===== src/rtl/gf180mcu_fd_sc_mcu9t5v0__capbank_seq.sv =====
// -----------------------------------------------------------------------------
// gf180mcu_fd_sc_mcu9t5v0__capbank_seq
//
// Purpose: sequences a bank of NSEG switchable decoupling-capacitor segments
// on and off one segment at a time. Segments are spaced DWELL clocks apart,
// which keeps the supply-current step small. SEG is a thermometer code:
// SEG[0] switches on first and off last.
//
// Parameters:
//   NSEG   number of segments (1..32)
//   DWELL  clocks between segment steps (1..255)
//
// Ports:
//   CLK        in   single clock; all state changes on its rising edge
//   RN         in   synchronous active-low reset; overrides every other input
//   EN         in   level request: 1 = bank fully on, 0 = bank fully off
//   HOLD       in   present only when GF180MCU_CAPBANK_HOLD_EN is defined;
//                   freezes a ramp in progress
//   SEG        out  thermometer segment enables (registered)
//   BUSY       out  high while ramping up or down (registered)
//   READY      out  high in ON with every segment enabled (registered)
//   DBG_STATE  out  current FSM state (OFF=0, RAMP_UP=1, ON=2, RAMP_DN=3)
//
// Interface note: EN is a level, not a handshake. The block follows it one
// segment at a time and reverses direction as soon as EN flips.
//
// Optional feature macro: GF180MCU_CAPBANK_HOLD_EN adds the HOLD input.
// With the macro undefined, the block behaves as if HOLD were tied to 0.
// -----------------------------------------------------------------------------
module gf180mcu_fd_sc_mcu9t5v0__capbank_seq #(
  parameter int unsigned NSEG  = 8,
  parameter int unsigned DWELL = 4
) (
  input  logic            CLK,
  input  logic            RN,
  input  logic            EN,
`ifdef GF180MCU_CAPBANK_HOLD_EN
  input  logic            HOLD,
`endif
  output logic [NSEG-1:0] SEG,
  output logic            BUSY,
  output logic            READY,
  output logic [1:0]      DBG_STATE
);

  localparam int unsigned CW = $clog2(DWELL + 1);

  localparam logic [CW-1:0]   CNT_LAST = CW'(DWELL - 1);
  localparam logic [NSEG-1:0] SEG_FULL = '1;
  localparam logic [NSEG-1:0] SEG_ONE  = NSEG'(1);

  typedef enum logic [1:0] {
    ST_OFF     = 2'd0,
    ST_RAMP_UP = 2'd1,
    ST_ON      = 2'd2,
    ST_RAMP_DN = 2'd3
  } state_t;

  state_t          state_q, state_d;
  logic [NSEG-1:0] seg_q, seg_d;
  logic [CW-1:0]   cnt_q, cnt_d;
  logic            busy_q, busy_d;
  logic            ready_q, ready_d;
  logic            hold_w;

  // One segment more or one segment fewer than now. Both results remain
  // valid thermometer codes.
  logic [NSEG-1:0] seg_up;
  logic [NSEG-1:0] seg_dn;

`ifdef GF180MCU_CAPBANK_HOLD_EN
  assign hold_w = HOLD;
`else
  assign hold_w = 1'b0;
`endif

  assign seg_up = (seg_q << 1) | SEG_ONE;
  assign seg_dn = seg_q >> 1;

  always_comb begin
    state_d = state_q;
    seg_d   = seg_q;
    cnt_d   = cnt_q;

    case (state_q)
      ST_OFF: begin
        cnt_d = '0;
        seg_d = '0;
        if (EN) begin
          seg_d   = SEG_ONE;
          state_d = (NSEG == 1) ? ST_ON : ST_RAMP_UP;
        end
      end

      ST_RAMP_UP: begin
        // HOLD only freezes a ramp. Any EN reversal is picked up once HOLD drops.
        if (!hold_w) begin
          if (EN) begin
            if (cnt_q == CNT_LAST) begin
              seg_d = seg_up;
              cnt_d = '0;
              if (seg_up == SEG_FULL) state_d = ST_ON;
            end else begin
              cnt_d = cnt_q + CW'(1);
            end
          end else begin
            // Reverse at once by dropping the top segment.
            seg_d   = seg_dn;
            cnt_d   = '0;
            state_d = (seg_dn == '0) ? ST_OFF : ST_RAMP_DN;
          end
        end
      end

      ST_ON: begin
        cnt_d = '0;
        if (!EN) begin
          seg_d   = seg_dn;
          state_d = (seg_dn == '0) ? ST_OFF : ST_RAMP_DN;
        end
      end

      ST_RAMP_DN: begin
        if (!hold_w) begin
          if (!EN) begin
            if (cnt_q == CNT_LAST) begin
              seg_d = seg_dn;
              cnt_d = '0;
              if (seg_dn == '0) state_d = ST_OFF;
            end else begin
              cnt_d = cnt_q + CW'(1);
            end
          end else begin
            // Reverse at once by adding the next segment.
            seg_d   = seg_up;
            cnt_d   = '0;
            state_d = (seg_up == SEG_FULL) ? ST_ON : ST_RAMP_UP;
          end
        end
      end

      default: begin
        state_d = ST_OFF;
        seg_d   = '0;
        cnt_d   = '0;
      end
    endcase

    // BUSY and READY are derived from the next state, so each registered
    // flag changes on the same edge as SEG.
    busy_d  = (state_d == ST_RAMP_UP) || (state_d == ST_RAMP_DN);
    ready_d = (state_d == ST_ON) && (seg_d == SEG_FULL);
  end

  always_ff @(posedge CLK) begin
    if (!RN) begin
      state_q <= ST_OFF;
      seg_q   <= '0;
      cnt_q   <= '0;
      busy_q  <= 1'b0;
      ready_q <= 1'b0;
    end else begin
      state_q <= state_d;
      seg_q   <= seg_d;
      cnt_q   <= cnt_d;
      busy_q  <= busy_d;
      ready_q <= ready_d;
    end
  end

  assign SEG       = seg_q;
  assign BUSY      = busy_q;
  assign READY     = ready_q;
  assign DBG_STATE = state_q;

endmodule


===== config.mk =====
export PLATFORM = sky130hd
export DESIGN_NAME = gf180mcu_fd_sc_mcu9t5v0__capbank_seq
export DESIGN_NICKNAME = d
export VERILOG_FILES = /design/src/rtl/gf180mcu_fd_sc_mcu9t5v0__capbank_seq.sv
export SDC_FILE = /design/constraint.sdc
export NUM_CORES = 1
export LEC_CHECK = 0
export BUFFER_PORTS_ARGS = -buffer_cell sky130_fd_sc_hd__buf_4
export CORE_MARGIN = 2
export CORE_UTILIZATION = 56
export DETAILED_ROUTE_END_ITERATION = 7
export HOLD_SLACK_MARGIN = 0.03
export MAX_ROUTING_LAYER = met4
export PLACE_DENSITY = 0.78
export SETUP_SLACK_MARGIN = 0.02
export SYNTH_ARGS = -nofsm -noshare
export SYNTH_HDL_FRONTEND = slang
export SYNTH_SLANG_ARGS = --single-unit
export TNS_END_PERCENT = 30

===== constraint.sdc =====
create_clock -name CLK -period 2.7 [get_ports CLK]
set_clock_uncertainty 0.05 [all_clocks]
set_input_delay 0.81 -clock CLK [delete_from_list [all_inputs] [get_ports CLK]]
set_output_delay 0.81 -clock CLK [all_outputs]
set_load 0.02 [all_outputs]

==> results.sh, run 1 <==
export IMPL_wire_per_inst_um=16.41
export IMPL_r2r_worst_path_cells=7
export IMPL_syn_area_per_cell_um2=7.380
export IMPL_yosys_warnings=0
export IMPL_clk_root_buffer_cell="clkbuf_4"
export IMPL_fmax_mhz=426.6
export IMPL_timing_reg2reg_setup_slack_ns=0.36
export IMPL_synth_top_cell_by_area="dfxtp_1"
export IMPL_finalSetupViolations=0
export IMPL_antenna_found_initial=0
export IMPL_drt_iter0_drc=44
export IMPL_initial_core_util_pct=61.26
export IMPL_cp_required_ns=2.90
export IMPL_power_density_nw_per_um2=368.2
export IMPL_async_reset_ff_share_pct=0
export IMPL_grt_max_degree=33
export IMPL_hold_buffers=0
export IMPL_worst_setup_path_end_kind="flip-flop"
export IMPL_ys_ff_latch=15
export IMPL_crit_path_cell_trace="ha_1 -> nand2b_1 -> o21a_1 -> o21ai_1 -> o21ai_0 -> or4_1 -> nor2_1"
export IMPL_grt_total_usage_pct=29.38
export IMPL_die_w_um=48.17
export IMPL_rows=15
export IMPL_yosys_top_cells_area="dfxtp_1 (27%), nor2_1 (6.9%), o21ai_0 (6.0%)"
export IMPL_crit_type="reg2reg"
export IMPL_crit_end="READY$_SDFF_PN0_"
export IMPL_min_period_ns=2.344
export IMPL_drc=0
export IMPL_maxCapViolCount=0
export IMPL_drive_above_1_share_pct=15.92
export IMPL_min_delay_path_class="reg2reg"
export IMPL_finalHoldViolCount=0
export IMPL_ant_nets=0
export IMPL_post_cts_setup_buffers=0
export IMPL_layout_nets=162
export IMPL_synth_top_area_share_pct=27.49
export IMPL_maxSlewHeadroom_pct=57.74
export IMPL_status="finished, final reports clean"
export IMPL_cts_resized=0
export IMPL_via_count=1179
export IMPL_post_dp_hpwl_um=2080
export IMPL_cp_start_kind="flip-flop"
export IMPL_postPlaceCellArea_um2=1166
export IMPL_cts_buffers=3
export IMPL_layout_commonest_cell="nor2_1"
export IMPL_r2r_end="READY$_SDFF_PN0_"
export IMPL_r2r_start="cnt_q[0]$_SDFF_PN0_"
export IMPL_post_route_cell_area_um2=1194
export IMPL_synth_seq_area_share_pct=27.49
export IMPL_rsz0062_at_grt="false"
export IMPL_ios=15
export IMPL_cts_tree="built"
export IMPL_final_cell_mix="nor2_1 (20), buf_4 (17), dfxtp_1 (15)"
export IMPL_cts_sinks=15
export IMPL_syn_area_um2=1092
export IMPL_port_buffers=14
export IMPL_worst_hold_slack_ns=0.3911
export IMPL_htreeDepth=1
export IMPL_path_clk_slew_ns=0.10
export IMPL_crit_path_top_delay_cell="or4_1"
export IMPL_gp_congestion=0.9927
export IMPL_syn2layout_area_growth_pct=9.278
export IMPL_cp_depth=7
export IMPL_drt_wl_total_um=2987
export IMPL_n_antenna_cell=0
export IMPL_die_area_um2=2320
export IMPL_worst_slew_pin_slew_ns=0.6338
export IMPL_clk_path_buf_depth=2
export IMPL_tns_ns=0
export IMPL_die_h_um=48.17
export IMPL_worst_path_max_fanout=15
export IMPL_arrival_ns=2.54
export IMPL_startpoint="cnt_q[0]$_SDFF_PN0_"
export IMPL_synth_edf_count=0
export IMPL_ys_flop_type="dfxtp_1"
export IMPL_report_final_slew_viol_count=0
export IMPL_dr_pass1_iters=4
export IMPL_via_per_inst=6.478
export IMPL_ir_worst_vdd_mv=0.3056
export IMPL_grt_pass1_vias=961
export IMPL_grt_pass1_wl_um=4526
export IMPL_synth_cells=148
export IMPL_cellLeakagePower_nw=0.4180
export IMPL_crit_family="simple AND/OR/NAND/NOR gates"
export IMPL_ys_types=46
export IMPL_grt_ovfl_total=0
export IMPL_mappedNetlistNets=152
export IMPL_max_stage_delay_ns=0.55
export IMPL_fin_crit_sh_pct=86.81
export IMPL_clk_latency_ns=0.30
export IMPL_coreArea_um2=1783
export IMPL_path_buf_inv=0
## area by class of cell
class | count | area, um2
clock buffer | 3 | 22.52
clock inverter | 1 | 5.005
fill | 154 | 589.3
inverter | 6 | 22.52
multi-input combinational | 115 | 684.4
sequential | 15 | 300.3
tap | 25 | 31.28
timing repair buffer | 17 | 127.6
## synth_stat cells, types with 2 or more instances
library cell,n
nor2_1,20
a211oi_1,4
and3b_1,2
a311oi_1,2
a21oi_1,11
inv_1,6
nand2_1,10
dfxtp_1,15
mux2i_1,2
o21ai_1,2
buf_4,2
buf_6,2
and2_1,2
a31oi_1,3
nor3_1,5
o21ai_0,13
nand3_1,3
buf_2,5
a22oi_1,2
nand2b_1,4
a221oi_1,3
nor2b_1,4
or4_1,2
nand4_1,2
## power by group
| group | leakage, nW | total (mW) | switching (mW) | internal (mW) |
|---|---|---|---|---|
| Sequential | 0.122 | 0.236 | 0.0104 | 0.226 |
| Combinational | 0.279 | 0.0678 | 0.0416 | 0.0263 |
| Clock | 0.0177 | 0.135 | 0.0800 | 0.0553 |
| Total | 0.418 | 0.439 | 0.132 | 0.308 |
## flip-flops by register name, indices dropped and copies added (netlist names)
register / cells
SEG: 8
READY: 1
cnt_q: 3
BUSY: 1
DBG_STATE: 2
## worst register-to-register path, delay by kind of cell (launching register included)
| family | cells | cell delay (ns) |
|---|---|---|
| AND/OR/NAND/NOR | 3 | 1.04 |
| AO/OA/AOI/OAI | 3 | 0.60 |
| flip-flops | 1 | 0.35 |
| adder cells (fa/ha/maj) | 1 | 0.25 |
## through the flow
| step | total power [mW] | worst slack (ns) | cells | util [%] |
|---|---|---|---|---|
| finish | 0.4395 | 0.3560 | 182 | 66.95 |
| detailed placement | 0.3069 | 0.1943 | 178 | 65.40 |
| global placement | 0.3061 | 0.1820 | 178 | 65.40 |
| floorplan | 0.2861 | 0.5420 | 148 | - |
| CTS | 0.4391 | 0.4146 | 182 | 66.95 |
| global route | 0.4550 | 0.1855 | 182 | 66.95 |
## per-layer routing
| layer | vias to the layer above | global-route usage [%] | wire [um] |
|---|---|---|---|
| met2 | 70 | 41.05 | 1338 |
| met5 | - | - | 0 |
| met1 | 542 | 39.95 | 1292 |
| met3 | 6 | 5.185 | 292 |
| met4 | 0 | 15.68 | 63 |
| li1 | 561 | - | - |
## logic make-up after synthesis
group,share of synthesized area [%]
flip-flops,27.49
AND/OR/NAND/NOR,30.24
multiplexers,1.833
adder cells (fa/ha/maj),1.145
XOR/XNOR,0.8020
buffers and inverters,9.849
AO/OA/AOI/OAI,28.64
## how the worst min path moves through the flow
stage                        start             endpoint  slack [ns]  cells after the start
4_1_cts        cnt_q[0]$_SDFF_PN0_  cnt_q[0]$_SDFF_PN0_        0.39                      1
6_report       cnt_q[0]$_SDFF_PN0_  cnt_q[0]$_SDFF_PN0_        0.39                      1
2_1_floorplan  cnt_q[0]$_SDFF_PN0_  cnt_q[0]$_SDFF_PN0_        0.36                      1
5_1_grt        cnt_q[0]$_SDFF_PN0_  cnt_q[0]$_SDFF_PN0_        0.42                      1
3_5_place_dp   cnt_q[0]$_SDFF_PN0_  cnt_q[0]$_SDFF_PN0_        0.38                      1
3_3_place_gp   cnt_q[0]$_SDFF_PN0_  cnt_q[0]$_SDFF_PN0_        0.37                      1
Note: power is estimated with default switching activity, not from simulation.
==> run 2: changes to the inputs <==
--- a/config.mk
+++ b/config.mk
@@ -7,11 +7,10 @@
 export LEC_CHECK = 0
 export BUFFER_PORTS_ARGS = -buffer_cell sky130_fd_sc_hd__buf_4
 export CORE_MARGIN = 2
-export CORE_UTILIZATION = 56
+export CORE_UTILIZATION = 27
 export DETAILED_ROUTE_END_ITERATION = 7
 export HOLD_SLACK_MARGIN = 0.03
 export MAX_ROUTING_LAYER = met4
-export PLACE_DENSITY = 0.78
 export SETUP_SLACK_MARGIN = 0.02
 export SYNTH_ARGS = -nofsm -noshare
 export SYNTH_HDL_FRONTEND = slang
==> run 2 against run 1 <==
  * Fmax increased by 0.66%
  * Die area increased by 97%
  * Power increased by 11%
  * First-iteration DRC count increased to 4.3 times the previous value
  * Hold slack got worse by 0.013 ns
  * Sequential share of layout area decreased by 1.2 points
  * Flip-flop and latch count unchanged
  * Sequential power about the same
  * Routed wire length decreased by 2.9%
  * Critical path depth unchanged
  * Critical path type unchanged
  * Largest cell class unchanged
==> results.sh, run 2 (synthesis gave the netlist of run 1 again) <==
export IMPL_finalSetupViolations=0
export IMPL_timing_reg2reg_setup_slack_ns=0.37
export IMPL_rsz0062_at_grt="false"
export IMPL_initial_core_util_pct=27.71
export IMPL_dr_pass1_iters=4
export IMPL_antenna_found_initial=0
export IMPL_worst_slew_pin_slew_ns=0.7190
export IMPL_fmax_mhz=429.4
export IMPL_arrival_ns=2.47
export IMPL_drive_above_1_share_pct=16.46
export IMPL_post_dp_hpwl_um=2022
export IMPL_htreeDepth=1
export IMPL_grt_pass1_wl_um=4740
export IMPL_r2r_start="cnt_q[0]$_SDFF_PN0_"
export IMPL_cts_sinks=15
export IMPL_cts_buffers=3
export IMPL_place_ws_ns=0.2595
export IMPL_grt_total_usage_pct=14.03
export IMPL_via_count=1114
export IMPL_rows=23
export IMPL_clk_path_buf_depth=2
export IMPL_path_clk_slew_ns=0.06
export IMPL_worst_setup_path_end_kind="flip-flop"
export IMPL_die_area_um2=4570
export IMPL_r2r_end="READY$_SDFF_PN0_"
export IMPL_maxCapViolCount=0
export IMPL_cts_resized=0
export IMPL_grt_ovfl_total=0
export IMPL_r2r_worst_path_cells=7
export IMPL_cp_required_ns=2.84
export IMPL_setup_slack_ns=0.3713
export IMPL_layout_commonest_cell="nor2_1"
export IMPL_crit_type="reg2reg"
export IMPL_post_cts_setup_buffers=0
export IMPL_drc=0
export IMPL_crit_path_cell_trace="ha_1 -> nand2b_1 -> a21oi_1 -> a221oi_1 -> o21ai_0 -> or4_1 -> nor2_1"
export IMPL_crit_family="simple AND/OR/NAND/NOR gates"
export IMPL_largest_reg_flops=8
export IMPL_worst_path_max_fanout=15
export IMPL_report_final_slew_viol_count=0
export IMPL_ant_nets=0
export IMPL_port_buffers=14
export IMPL_status="finished, final reports clean"
export IMPL_n_antenna_cell=0
export IMPL_ir_worst_vdd_mv=0.1135
export IMPL_min_delay_path_class="reg2reg"
export IMPL_drt_wl_total_um=2901
export IMPL_finalHoldViolCount=0
export IMPL_drt_iter0_drc=190
export IMPL_die_h_um=67.61
export IMPL_coreArea_um2=3943
export IMPL_maxSlewHeadroom_pct=52.00
export IMPL_grt_pass1_vias=967
export IMPL_ios=15
export IMPL_wire_per_inst_um=13.95
export IMPL_worstHoldStart="cnt_q[0]$_SDFF_PN0_"
export IMPL_cp_start_kind="flip-flop"
export IMPL_die_w_um=67.61
export IMPL_layout_nets=163
export IMPL_via_per_inst=5.356
export IMPL_tns_ns=0
export IMPL_gp_congestion=0.9059
export IMPL_final_cell_mix="nor2_1 (20), buf_4 (18), dfxtp_1 (15)"
export IMPL_min_period_ns=2.329
export IMPL_cellLeakagePower_nw=0.4312
export IMPL_min_to="cnt_q[0]$_SDFF_PN0_"
export IMPL_clk_latency_ns=0.25
export IMPL_fin_crit_sh_pct=86.25
export IMPL_crit_path_top_delay_cell="nand2b_1"
export IMPL_clk_root_buffer_cell="clkbuf_8"
export IMPL_syn2layout_area_growth_pct=14.55
export IMPL_path_buf_inv=0
export IMPL_cts_tree="built"
export IMPL_hold_buffers=0
export IMPL_grt_max_degree=33
export IMPL_power_density_nw_per_um2=389.9
export IMPL_max_stage_delay_ns=0.47
export IMPL_hold_depth=1
-- run 2: changes by cell type in the layout (fill, tap and decap cells not counted) --
| cell | before | now |
|---|---|---|
| buf_4 | 17 | 18 |
| clkbuf_4 | 3 | 0 |
| clkbuf_8 | 0 | 3 |
-- run 2: worst register-to-register path: cells and delay by family (launching register included) --
family          cells  cell delay, ns
fa+ha+maj           1            0.25
compound gates      3            0.68
simple gates        3            0.98
flops               1            0.31
-- run 2: worst max-delay path by stage --
stage / slack, ns / cells past startpoint / endpoint / from
floorplan: 0.54 / 7 / READY$_SDFF_PN0_ / EN
global placement: 0.24 / 7 / READY$_SDFF_PN0_ / EN
detailed placement: 0.26 / 7 / READY$_SDFF_PN0_ / EN
CTS: 0.41 / 7 / READY$_SDFF_PN0_ / cnt_q[0]$_SDFF_PN0_
global route: 0.22 / 7 / READY$_SDFF_PN0_ / cnt_q[0]$_SDFF_PN0_
finish: 0.37 / 7 / READY$_SDFF_PN0_ / cnt_q[0]$_SDFF_PN0_
-- run 2: cell type report --
class	count	area, um2
Fill cell	431	2691
Timing Repair Buffer	18	135.1
Multi-Input combinational cell	115	684.4
Clock buffer	3	41.29
Clock inverter	1	5.005
Inverter	6	22.52
Tap cell	50	62.56
Sequential cell	15	300.3
-- run 2: report_power, final --
group / total (mW) / leakage [nW] / internal (mW) / switching (mW)
Combinational: 0.0640 / 0.284 / 0.0265 / 0.0375
Clock: 0.185 / 0.0255 / 0.102 / 0.0828
Sequential: 0.239 / 0.122 / 0.226 / 0.0122
Total: 0.488 / 0.431 / 0.355 / 0.132
-- run 2: metrics by stage --
| stage | std cells | cell area [um2] | hold WS (ns) | util (%) | total power, mW |
|---|---|---|---|---|---|
| finish | 208 | 1251 | 0.3779 | 31.74 | 0.4878 |
| detailed placement | 204 | 1205 | 0.3772 | 30.56 | 0.3062 |
| CTS | 208 | 1251 | 0.3860 | 31.74 | 0.4944 |
| global route | 208 | 1251 | 0.4096 | 31.74 | 0.5095 |
| floorplan | 148 | 1092 | 0.3576 | - | 0.2861 |
| global placement | 204 | 1205 | 0.3757 | 30.56 | 0.3074 |
-- run 2: routing by layer --
metal  part of all wire, %  up-vias  global-route usage (%)  routed length (um)
met5                     0        -                       -                   0
met2                    45       42                   19.85                1291
met1                    50      507                   20.44                1443
met3                   4.4        3                  0.6667                 127
met4                   1.3        0                   6.122                  38
li1                      -      562                       -                   -
